===== src/rtl/axi_mem_arbiter_pkg.sv =====
// Shared FSM state types, AXI encodings and default IDs for axi_mem_arbiter.
package arb_pkg;
  typedef enum logic {AR_IDLE, AR_BUSY} ar_state_t;
  typedef enum logic [1:0] {W_IDLE, W_XFER, W_RESP} w_state_t;

  localparam logic [2:0] AXI_SIZE_4B    = 3'b010;
  localparam logic [1:0] AXI_BURST_INCR = 2'b01;
  localparam logic [3:0] DEF_ICACHE_ID  = 4'b0000;
  localparam logic [3:0] DEF_DCACHE_ID  = 4'b0001;
endpackage


===== src/rtl/axi_mem_arbiter_if.sv =====
// AXI3 master-side bus bundle; master = arbiter, slave = interconnect.
interface axi_mem_arbiter_if;
  logic [3:0]  arid;
  logic [31:0] araddr;
  logic [7:0]  arlen;
  logic [2:0]  arsize;
  logic [1:0]  arburst;
  logic [1:0]  arlock;
  logic [3:0]  arcache;
  logic [2:0]  arprot;
  logic        arvalid;
  logic        arready;

  logic [3:0]  rid;
  logic [31:0] rdata;
  logic [1:0]  rresp;
  logic        rlast;
  logic        rvalid;
  logic        rready;

  logic [3:0]  awid;
  logic [31:0] awaddr;
  logic [7:0]  awlen;
  logic [2:0]  awsize;
  logic [1:0]  awburst;
  logic [1:0]  awlock;
  logic [3:0]  awcache;
  logic [2:0]  awprot;
  logic        awvalid;
  logic        awready;

  logic [3:0]  wid;
  logic [31:0] wdata;
  logic [3:0]  wstrb;
  logic        wlast;
  logic        wvalid;
  logic        wready;

  logic [3:0]  bid;
  logic [1:0]  bresp;
  logic        bvalid;
  logic        bready;

  modport master (
    output arid, araddr, arlen, arsize, arburst, arlock, arcache, arprot, arvalid,
    input  arready,
    input  rid, rdata, rresp, rlast, rvalid,
    output rready,
    output awid, awaddr, awlen, awsize, awburst, awlock, awcache, awprot, awvalid,
    input  awready,
    output wid, wdata, wstrb, wlast, wvalid,
    input  wready,
    input  bid, bresp, bvalid,
    output bready
  );

  modport slave (
    input  arid, araddr, arlen, arsize, arburst, arlock, arcache, arprot, arvalid,
    output arready,
    output rid, rdata, rresp, rlast, rvalid,
    input  rready,
    input  awid, awaddr, awlen, awsize, awburst, awlock, awcache, awprot, awvalid,
    output awready,
    input  wid, wdata, wstrb, wlast, wvalid,
    output wready,
    output bid, bresp, bvalid,
    input  bready
  );
endinterface


===== src/rtl/axi_mem_arbiter_rr.sv =====
// Two-way read arbiter: req/gnt bit 0 = icache, bit 1 = dcache.
// ARB_ROUND_ROBIN_EN builds an alternating last_grant; otherwise dcache has fixed priority.
module rr_arbiter2 (
  input  logic       clk,
  input  logic       rst_n,
  input  logic [1:0] req,
  input  logic       update,
  output logic [1:0] gnt
);
`ifdef ARB_ROUND_ROBIN_EN
  logic last_grant_q, last_grant_d;  // 1 = dcache won the last grant

  always_comb begin
    gnt          = req;
    last_grant_d = last_grant_q;
    if (req == 2'b11) gnt = last_grant_q ? 2'b01 : 2'b10;
    if (update && (gnt != 2'b00)) last_grant_d = gnt[1];
  end

  always_ff @(posedge clk or negedge rst_n) begin
    if (!rst_n) last_grant_q <= 1'b0;
    else        last_grant_q <= last_grant_d;
  end
`else
  logic unused_rr;
  assign unused_rr = ^{clk, rst_n, update};
  assign gnt       = {req[1], req[0] & ~req[1]};
`endif
endmodule


===== src/rtl/axi_mem_arbiter.sv =====
// Shares one AXI3 master between icache reads and dcache reads/single-beat writes.
// Define ARB_ROUND_ROBIN_EN for alternating read arbitration (default: dcache priority).
module axi_mem_arbiter
  import arb_pkg::*;
#(
  parameter logic [3:0] ICACHE_ID = DEF_ICACHE_ID,
  parameter logic [3:0] DCACHE_ID = DEF_DCACHE_ID
) (
  input  logic        clk,
  input  logic        rst_n,
  input  logic        i_rd_req,
  input  logic [31:0] i_rd_addr,
  input  logic [7:0]  i_rd_len,
  output logic        i_rd_gnt,
  output logic        i_rd_valid,
  output logic [31:0] i_rd_data,
  output logic        i_rd_last,
  input  logic        d_rd_req,
  input  logic [31:0] d_rd_addr,
  input  logic [7:0]  d_rd_len,
  output logic        d_rd_gnt,
  output logic        d_rd_valid,
  output logic [31:0] d_rd_data,
  output logic        d_rd_last,
  input  logic        d_wr_req,
  input  logic [31:0] d_wr_addr,
  input  logic [31:0] d_wr_data,
  input  logic [3:0]  d_wr_strb,
  output logic        d_wr_gnt,
  output logic        d_wr_done,
  axi_mem_arbiter_if.master axi
);
  ar_state_t   ar_state_q, ar_state_d;
  logic [31:0] araddr_q, araddr_d;
  logic [7:0]  arlen_q, arlen_d;
  logic [3:0]  arid_q, arid_d;
  logic        ar_dsel_q, ar_dsel_d;
  logic        i_out_q, i_out_d, d_out_q, d_out_d;

  w_state_t    w_state_q, w_state_d;
  logic [31:0] awaddr_q, awaddr_d, wdata_q, wdata_d;
  logic [3:0]  wstrb_q, wstrb_d;
  logic        aw_done_q, aw_done_d, w_done_q, w_done_d;

  logic [1:0]  arb_req, arb_gnt;
  logic        unused_axi;

  // dcache reads wait for the write path to drain to keep read-after-write order
  assign arb_req[0] = (ar_state_q == AR_IDLE) && i_rd_req && !i_out_q;
  assign arb_req[1] = (ar_state_q == AR_IDLE) && d_rd_req && !d_out_q && (w_state_q == W_IDLE);

  rr_arbiter2 u_arb (
    .clk    (clk),
    .rst_n  (rst_n),
    .req    (arb_req),
    .update (|arb_gnt),
    .gnt    (arb_gnt)
  );

  assign i_rd_gnt = arb_gnt[0];
  assign d_rd_gnt = arb_gnt[1];

  always_comb begin
    ar_state_d = ar_state_q;
    araddr_d   = araddr_q;
    arlen_d    = arlen_q;
    arid_d     = arid_q;
    ar_dsel_d  = ar_dsel_q;
    i_out_d    = i_out_q;
    d_out_d    = d_out_q;
    if (axi.rvalid && axi.rlast && (axi.rid == ICACHE_ID)) i_out_d = 1'b0;
    if (axi.rvalid && axi.rlast && (axi.rid == DCACHE_ID)) d_out_d = 1'b0;
    case (ar_state_q)
      AR_IDLE: begin
        if (arb_gnt[1]) begin
          araddr_d   = d_rd_addr;
          arlen_d    = d_rd_len;
          arid_d     = DCACHE_ID;
          ar_dsel_d  = 1'b1;
          ar_state_d = AR_BUSY;
        end else if (arb_gnt[0]) begin
          araddr_d   = i_rd_addr;
          arlen_d    = i_rd_len;
          arid_d     = ICACHE_ID;
          ar_dsel_d  = 1'b0;
          ar_state_d = AR_BUSY;
        end
      end
      AR_BUSY: begin
        if (axi.arready) begin
          if (ar_dsel_q) d_out_d = 1'b1;
          else           i_out_d = 1'b1;
          ar_state_d = AR_IDLE;
        end
      end
      default: ar_state_d = AR_IDLE;
    endcase
  end

  always_comb begin
    w_state_d = w_state_q;
    awaddr_d  = awaddr_q;
    wdata_d   = wdata_q;
    wstrb_d   = wstrb_q;
    aw_done_d = aw_done_q;
    w_done_d  = w_done_q;
    d_wr_gnt  = 1'b0;
    d_wr_done = 1'b0;
    case (w_state_q)
      W_IDLE: begin
        if (d_wr_req) begin
          d_wr_gnt  = 1'b1;
          awaddr_d  = d_wr_addr;
          wdata_d   = d_wr_data;
          wstrb_d   = d_wr_strb;
          aw_done_d = 1'b0;
          w_done_d  = 1'b0;
          w_state_d = W_XFER;
        end
      end
      W_XFER: begin
        if ((aw_done_q || axi.awready) && (w_done_q || axi.wready)) begin
          aw_done_d = 1'b0;
          w_done_d  = 1'b0;
          w_state_d = W_RESP;
        end else begin
          aw_done_d = aw_done_q || axi.awready;
          w_done_d  = w_done_q || axi.wready;
        end
      end
      W_RESP: begin
        if (axi.bvalid) begin
          d_wr_done = 1'b1;
          w_state_d = W_IDLE;
        end
      end
      default: w_state_d = W_IDLE;
    endcase
  end

  always_ff @(posedge clk or negedge rst_n) begin
    if (!rst_n) begin
      ar_state_q <= AR_IDLE;
      araddr_q   <= '0;
      arlen_q    <= '0;
      arid_q     <= '0;
      ar_dsel_q  <= 1'b0;
      i_out_q    <= 1'b0;
      d_out_q    <= 1'b0;
      w_state_q  <= W_IDLE;
      awaddr_q   <= '0;
      wdata_q    <= '0;
      wstrb_q    <= '0;
      aw_done_q  <= 1'b0;
      w_done_q   <= 1'b0;
    end else begin
      ar_state_q <= ar_state_d;
      araddr_q   <= araddr_d;
      arlen_q    <= arlen_d;
      arid_q     <= arid_d;
      ar_dsel_q  <= ar_dsel_d;
      i_out_q    <= i_out_d;
      d_out_q    <= d_out_d;
      w_state_q  <= w_state_d;
      awaddr_q   <= awaddr_d;
      wdata_q    <= wdata_d;
      wstrb_q    <= wstrb_d;
      aw_done_q  <= aw_done_d;
      w_done_q   <= w_done_d;
    end
  end

  assign axi.arid    = arid_q;
  assign axi.araddr  = araddr_q;
  assign axi.arlen   = arlen_q;
  assign axi.arsize  = AXI_SIZE_4B;
  assign axi.arburst = AXI_BURST_INCR;
  assign axi.arlock  = '0;
  assign axi.arcache = '0;
  assign axi.arprot  = '0;
  assign axi.arvalid = (ar_state_q == AR_BUSY);

  assign axi.rready  = 1'b1;
  assign i_rd_valid  = axi.rvalid && (axi.rid == ICACHE_ID);
  assign d_rd_valid  = axi.rvalid && (axi.rid == DCACHE_ID);
  assign i_rd_data   = axi.rdata;
  assign d_rd_data   = axi.rdata;
  assign i_rd_last   = axi.rlast;
  assign d_rd_last   = axi.rlast;

  assign axi.awid    = DCACHE_ID;
  assign axi.awaddr  = awaddr_q;
  assign axi.awlen   = '0;
  assign axi.awsize  = AXI_SIZE_4B;
  assign axi.awburst = AXI_BURST_INCR;
  assign axi.awlock  = '0;
  assign axi.awcache = '0;
  assign axi.awprot  = '0;
  assign axi.awvalid = (w_state_q == W_XFER) && !aw_done_q;

  assign axi.wid     = DCACHE_ID;
  assign axi.wdata   = wdata_q;
  assign axi.wstrb   = wstrb_q;
  assign axi.wvalid  = (w_state_q == W_XFER) && !w_done_q;
  assign axi.wlast   = axi.wvalid;

  assign axi.bready  = (w_state_q == W_RESP);
  assign unused_axi  = ^{axi.rresp, axi.bresp, axi.bid};
endmodule

===== src/flat_wrapper.sv =====
// flat-port wrapper written by rule: the top's interface ports become plain ports
module axi_mem_arbiter_flat import arb_pkg::*;
#(
  parameter logic [3:0] ICACHE_ID = DEF_ICACHE_ID,
  parameter logic [3:0] DCACHE_ID = DEF_DCACHE_ID
)
  (clk, rst_n, i_rd_req, i_rd_addr, i_rd_len, i_rd_gnt, i_rd_valid, i_rd_data, i_rd_last, d_rd_req, d_rd_addr, d_rd_len, d_rd_gnt, d_rd_valid, d_rd_data, d_rd_last, d_wr_req, d_wr_addr, d_wr_data, d_wr_strb, d_wr_gnt, d_wr_done, axi_arid, axi_araddr, axi_arlen, axi_arsize, axi_arburst, axi_arlock, axi_arcache, axi_arprot, axi_arvalid, axi_arready, axi_rid, axi_rdata, axi_rresp, axi_rlast, axi_rvalid, axi_rready, axi_awid, axi_awaddr, axi_awlen, axi_awsize, axi_awburst, axi_awlock, axi_awcache, axi_awprot, axi_awvalid, axi_awready, axi_wid, axi_wdata, axi_wstrb, axi_wlast, axi_wvalid, axi_wready, axi_bid, axi_bresp, axi_bvalid, axi_bready);
  axi_mem_arbiter_if axi_i ();
  input  logic clk;
  input  logic rst_n;
  input  logic i_rd_req;
  input  logic [31:0] i_rd_addr;
  input  logic [7:0] i_rd_len;
  output logic i_rd_gnt;
  output logic i_rd_valid;
  output logic [31:0] i_rd_data;
  output logic i_rd_last;
  input  logic d_rd_req;
  input  logic [31:0] d_rd_addr;
  input  logic [7:0] d_rd_len;
  output logic d_rd_gnt;
  output logic d_rd_valid;
  output logic [31:0] d_rd_data;
  output logic d_rd_last;
  input  logic d_wr_req;
  input  logic [31:0] d_wr_addr;
  input  logic [31:0] d_wr_data;
  input  logic [3:0] d_wr_strb;
  output logic d_wr_gnt;
  output logic d_wr_done;
  output wire logic [$bits(axi_i.arid)-1:0] axi_arid;
  output wire logic [$bits(axi_i.araddr)-1:0] axi_araddr;
  output wire logic [$bits(axi_i.arlen)-1:0] axi_arlen;
  output wire logic [$bits(axi_i.arsize)-1:0] axi_arsize;
  output wire logic [$bits(axi_i.arburst)-1:0] axi_arburst;
  output wire logic [$bits(axi_i.arlock)-1:0] axi_arlock;
  output wire logic [$bits(axi_i.arcache)-1:0] axi_arcache;
  output wire logic [$bits(axi_i.arprot)-1:0] axi_arprot;
  output wire logic [$bits(axi_i.arvalid)-1:0] axi_arvalid;
  input wire logic [$bits(axi_i.arready)-1:0] axi_arready;
  input wire logic [$bits(axi_i.rid)-1:0] axi_rid;
  input wire logic [$bits(axi_i.rdata)-1:0] axi_rdata;
  input wire logic [$bits(axi_i.rresp)-1:0] axi_rresp;
  input wire logic [$bits(axi_i.rlast)-1:0] axi_rlast;
  input wire logic [$bits(axi_i.rvalid)-1:0] axi_rvalid;
  output wire logic [$bits(axi_i.rready)-1:0] axi_rready;
  output wire logic [$bits(axi_i.awid)-1:0] axi_awid;
  output wire logic [$bits(axi_i.awaddr)-1:0] axi_awaddr;
  output wire logic [$bits(axi_i.awlen)-1:0] axi_awlen;
  output wire logic [$bits(axi_i.awsize)-1:0] axi_awsize;
  output wire logic [$bits(axi_i.awburst)-1:0] axi_awburst;
  output wire logic [$bits(axi_i.awlock)-1:0] axi_awlock;
  output wire logic [$bits(axi_i.awcache)-1:0] axi_awcache;
  output wire logic [$bits(axi_i.awprot)-1:0] axi_awprot;
  output wire logic [$bits(axi_i.awvalid)-1:0] axi_awvalid;
  input wire logic [$bits(axi_i.awready)-1:0] axi_awready;
  output wire logic [$bits(axi_i.wid)-1:0] axi_wid;
  output wire logic [$bits(axi_i.wdata)-1:0] axi_wdata;
  output wire logic [$bits(axi_i.wstrb)-1:0] axi_wstrb;
  output wire logic [$bits(axi_i.wlast)-1:0] axi_wlast;
  output wire logic [$bits(axi_i.wvalid)-1:0] axi_wvalid;
  input wire logic [$bits(axi_i.wready)-1:0] axi_wready;
  input wire logic [$bits(axi_i.bid)-1:0] axi_bid;
  input wire logic [$bits(axi_i.bresp)-1:0] axi_bresp;
  input wire logic [$bits(axi_i.bvalid)-1:0] axi_bvalid;
  output wire logic [$bits(axi_i.bready)-1:0] axi_bready;
  assign axi_arid = axi_i.arid;
  assign axi_araddr = axi_i.araddr;
  assign axi_arlen = axi_i.arlen;
  assign axi_arsize = axi_i.arsize;
  assign axi_arburst = axi_i.arburst;
  assign axi_arlock = axi_i.arlock;
  assign axi_arcache = axi_i.arcache;
  assign axi_arprot = axi_i.arprot;
  assign axi_arvalid = axi_i.arvalid;
  assign axi_i.arready = axi_arready;
  assign axi_i.rid = axi_rid;
  assign axi_i.rdata = axi_rdata;
  assign axi_i.rresp = axi_rresp;
  assign axi_i.rlast = axi_rlast;
  assign axi_i.rvalid = axi_rvalid;
  assign axi_rready = axi_i.rready;
  assign axi_awid = axi_i.awid;
  assign axi_awaddr = axi_i.awaddr;
  assign axi_awlen = axi_i.awlen;
  assign axi_awsize = axi_i.awsize;
  assign axi_awburst = axi_i.awburst;
  assign axi_awlock = axi_i.awlock;
  assign axi_awcache = axi_i.awcache;
  assign axi_awprot = axi_i.awprot;
  assign axi_awvalid = axi_i.awvalid;
  assign axi_i.awready = axi_awready;
  assign axi_wid = axi_i.wid;
  assign axi_wdata = axi_i.wdata;
  assign axi_wstrb = axi_i.wstrb;
  assign axi_wlast = axi_i.wlast;
  assign axi_wvalid = axi_i.wvalid;
  assign axi_i.wready = axi_wready;
  assign axi_i.bid = axi_bid;
  assign axi_i.bresp = axi_bresp;
  assign axi_i.bvalid = axi_bvalid;
  assign axi_bready = axi_i.bready;
  axi_mem_arbiter #(.ICACHE_ID(ICACHE_ID), .DCACHE_ID(DCACHE_ID)) u_core (.clk(clk), .rst_n(rst_n), .i_rd_req(i_rd_req), .i_rd_addr(i_rd_addr), .i_rd_len(i_rd_len), .i_rd_gnt(i_rd_gnt), .i_rd_valid(i_rd_valid), .i_rd_data(i_rd_data), .i_rd_last(i_rd_last), .d_rd_req(d_rd_req), .d_rd_addr(d_rd_addr), .d_rd_len(d_rd_len), .d_rd_gnt(d_rd_gnt), .d_rd_valid(d_rd_valid), .d_rd_data(d_rd_data), .d_rd_last(d_rd_last), .d_wr_req(d_wr_req), .d_wr_addr(d_wr_addr), .d_wr_data(d_wr_data), .d_wr_strb(d_wr_strb), .d_wr_gnt(d_wr_gnt), .d_wr_done(d_wr_done), .axi(axi_i));
endmodule

===== config.mk =====
export PLATFORM = sky130hd
export DESIGN_NAME = axi_mem_arbiter_flat
export DESIGN_NICKNAME = d
export VERILOG_FILES = /design/src/rtl/axi_mem_arbiter_pkg.sv /design/src/rtl/axi_mem_arbiter_if.sv /design/src/rtl/axi_mem_arbiter_rr.sv /design/src/rtl/axi_mem_arbiter.sv /design/src/flat_wrapper.sv
export SDC_FILE = /design/constraint.sdc
export NUM_CORES = 1
export LEC_CHECK = 0
export ABC_AREA = 1
export BUFFER_PORTS_ARGS = -buffer_cell sky130_fd_sc_hd__buf_2
export CAP_MARGIN = 20
export CORE_AREA = 2 2 171 173
export DETAILED_ROUTE_END_ITERATION = 7
export DIE_AREA = 0 0 173 175
export SYNTH_ARGS = -nofsm -noshare
export SYNTH_HDL_FRONTEND = slang
export SYNTH_SLANG_ARGS = --single-unit

===== constraint.sdc =====
create_clock -name clk -period 1.37 [get_ports clk]
set_clock_uncertainty 0.2 [all_clocks]
set_input_delay 0.137 -clock clk [delete_from_list [all_inputs] [get_ports clk]]
set_output_delay 0.137 -clock clk [all_outputs]
set_load 0.005 [all_outputs]

==> results.sh <==
export IMPL_syn_inst=769
export IMPL_antenna_found_initial=1
export IMPL_crit_required_ps=1030
export IMPL_tritoncts="built"
export IMPL_p_leak_nw=5.59
export IMPL_cts_sinks=116
export IMPL_path_max_fanout=4
export IMPL_syn_cell_area_sq_um=6070
export IMPL_yosysTopAreaCell="dfrtp_1"
export IMPL_die_h_um=175
export IMPL_cp_end_kind="output pin"
export IMPL_cts_max_level=4
export IMPL_min_period_ps=1740
export IMPL_ant_nets=0
export IMPL_wirelength_um=23000
export IMPL_synth_area_leaders="dfrtp_1, nand2_1, buf_4"
export IMPL_hold_violations=0
export IMPL_grt_max_degree=59
export IMPL_placementRows=62
export IMPL_clock_fmax_ghz=0.575
export IMPL_via_per_inst=4.12
export IMPL_die_w_um=173
export IMPL_tns_ps=-26820
export IMPL_area_growth_syn_to_layout_pct=71.9
export IMPL_dieArea_sq_um=30300
export IMPL_grt_usage_pct=14.9
export IMPL_clock_path_buffers=2
export IMPL_drcViolationCount=0
export IMPL_critPathLaunchType="register"
export IMPL_fin_nets=1386
export IMPL_startpoint="u_core.w_state_q[0]"
export IMPL_drtPass1Iterations=5
export IMPL_place_gp_congestion=0.809
export IMPL_antenna_cells=0
export IMPL_report_final_slew_viol_count=0
export IMPL_final_cell_count_no_fill=1580
export IMPL_ir_drop_v=0.000829
export IMPL_total_power_mw=19.4
export IMPL_cts_root_buf="clkbuf_16"
export IMPL_yosysUniqueCellTypes=20
export IMPL_num_vias=6508
export IMPL_numCtsBuffers=17
export IMPL_period_share_pct=127
export IMPL_max_slew_margin_pct=63.7
export IMPL_ys_seq_area_share_pct=47.9
export IMPL_grt_pass1_vias=6770
export IMPL_cap_violations=0
export IMPL_hpwl_um=14000
export IMPL_overflow=0
export IMPL_final_common_cell="buf_2"
export IMPL_yosysWarnings=0
export IMPL_path_clk_slew_ps=70
export IMPL_crit_type="reg -> out"
export IMPL_rsz0062_at_grt="true"
export IMPL_failed_checks="setup timing"
export IMPL_setup_violations=134
export IMPL_layout_common_cells="buf_2, nand2_1, dlygate4sd3_1"
export IMPL_layout_setup_ws_ps=-368
export IMPL_portBuffers=284
export IMPL_syn_avg_cell_area_sq_um=7.89
export IMPL_dpl_instance_area_sq_um=7540
export IMPL_whs_ps=60.3
export IMPL_avgRoutedWirePerCell_um=14.6
export IMPL_powerDensity_nw_per_um2=1860
export IMPL_drtIter0Drc=246
export IMPL_arrival_ps=1400
export IMPL_clk_latency_ps=400
export IMPL_tightest_slew_ps=542
export IMPL_yosysTopAreaCellShare_pct=47.9
export IMPL_pin_count=437
export IMPL_coreArea_sq_um=28400
export IMPL_grt_pass1_wl_um=35800
export IMPL_layout_drive_gt1_share_pct=35.8
export IMPL_start_util_pct=21.4
export IMPL_fin_area_sq_um=10400
export IMPL_status="complete, but fails checks"
export IMPL_dp_cells=1363
export IMPL_hp_class="in -> async"
export IMPL_regToRegStartpoint="u_core.w_state_q[0]"
export IMPL_ys_ff_latch=116
## cell usage after synthesis
library cell    n
a21oi_1         1
inv_1          48
nand2_1       253
nand3_1        85
inv_2           2
buf_2          23
o21ai_0         5
nand4_1        40
nor2_4          1
buf_4         118
conb_1          2
o21bai_1        1
nand3b_1        1
clkbuf_1       18
dfrtp_1       116
nand2_2         1
o211ai_1        2
nor3_1          1
buf_1           1
nor2_1         50
## metal layers
| layer | share of wire, % | routed length [um] | vias to the layer above | global-route usage, % |
|---|---|---|---|---|
| li1 | - | - | 3088 | - |
| met1 | 39 | 9070 | 3016 | 16.9 |
| met2 | 50 | 11500 | 352 | 26.9 |
| met3 | 7.6 | 1760 | 50 | 3.98 |
| met4 | 2.7 | 624 | 2 | 5.30 |
| met5 | 0.056 | 13 | - | 0 |
## where the power goes
group	switching (mW)	internal, mW	total (mW)
Combinational	4.42	4.42	8.84
Clock	1.89	2.56	4.45
Sequential	1.03	5.05	6.08
## cells by family after synthesis
group / after synthesis / share of synthesized area (%)
flip-flops: 116 / 47.9
other: 2 / 0.124
buffers and inverters: 210 / 20.8
AO/OA/AOI/OAI: 9 / 0.866
AND/OR/NAND/NOR: 432 / 30.4
## path summary, 6_finish.rpt
check / to / slack (ps) / depth (start not counted)
worst max register to register: u_core.axi.araddr[17] / -310 / 8
worst max-delay path: d_wr_gnt / -370 / 6
worst min register to register: u_core.axi.wdata[16] / 270 / 2
max in group asynchronous: u_core.axi.awaddr[22] / -30 / 3
worst min-delay path: u_core.axi.wdata[21] / 60 / 3
min in group clk: i_rd_data[25] / 70 / 0
## critical path: stages, from the launching register on
cell     delay, ps
dfrtp_1        410
nor2_4         130
buf_12         130
nand2_4         60
inv_4           70
buf_12         110
buf_6           90
## layout make-up
class                   count  area [sq um]
multi-input cells         489          2280
well taps                 384           480
fillers                  2841         18000
repair buffers            509          3990
clock buffers              18           429
inverters                  50           195
clock inverters            14           145
flip-flops and latches    116          2900
## state kept, by name (all words and copies together) (netlist names)
name and flops:
u_core.axi.wstrb 4, u_core.aw_done_q 1, u_core.i_out_q 1, u_core.axi.awaddr 32
u_core.w_done_q 1, u_core.axi.wdata 32, u_core.axi.araddr 32, u_core.w_state_q 2
u_core.axi.arlen 8, u_core.axi.arid 1, u_core.axi.arvalid 1, u_core.d_out_q 1
## through the flow
stage	utilization, %	setup WS [ps]
2_1_floorplan	-	-15.3
6_report	36.7	-368
3_5_place_dp	26.6	-368
5_1_grt	36.7	-449
3_3_place_gp	26.6	-331
4_1_cts	36.1	-409
## repair_timing
item	in CTS	in global routing
setup endpoints to repair	122	135
hold endpoints to repair	231	12
buffers inserted	16	4
hold buffers	158	1
cloned	7	2
resized for setup	55	37
pin swaps	2	7
(Power assumes the default switching activity.)
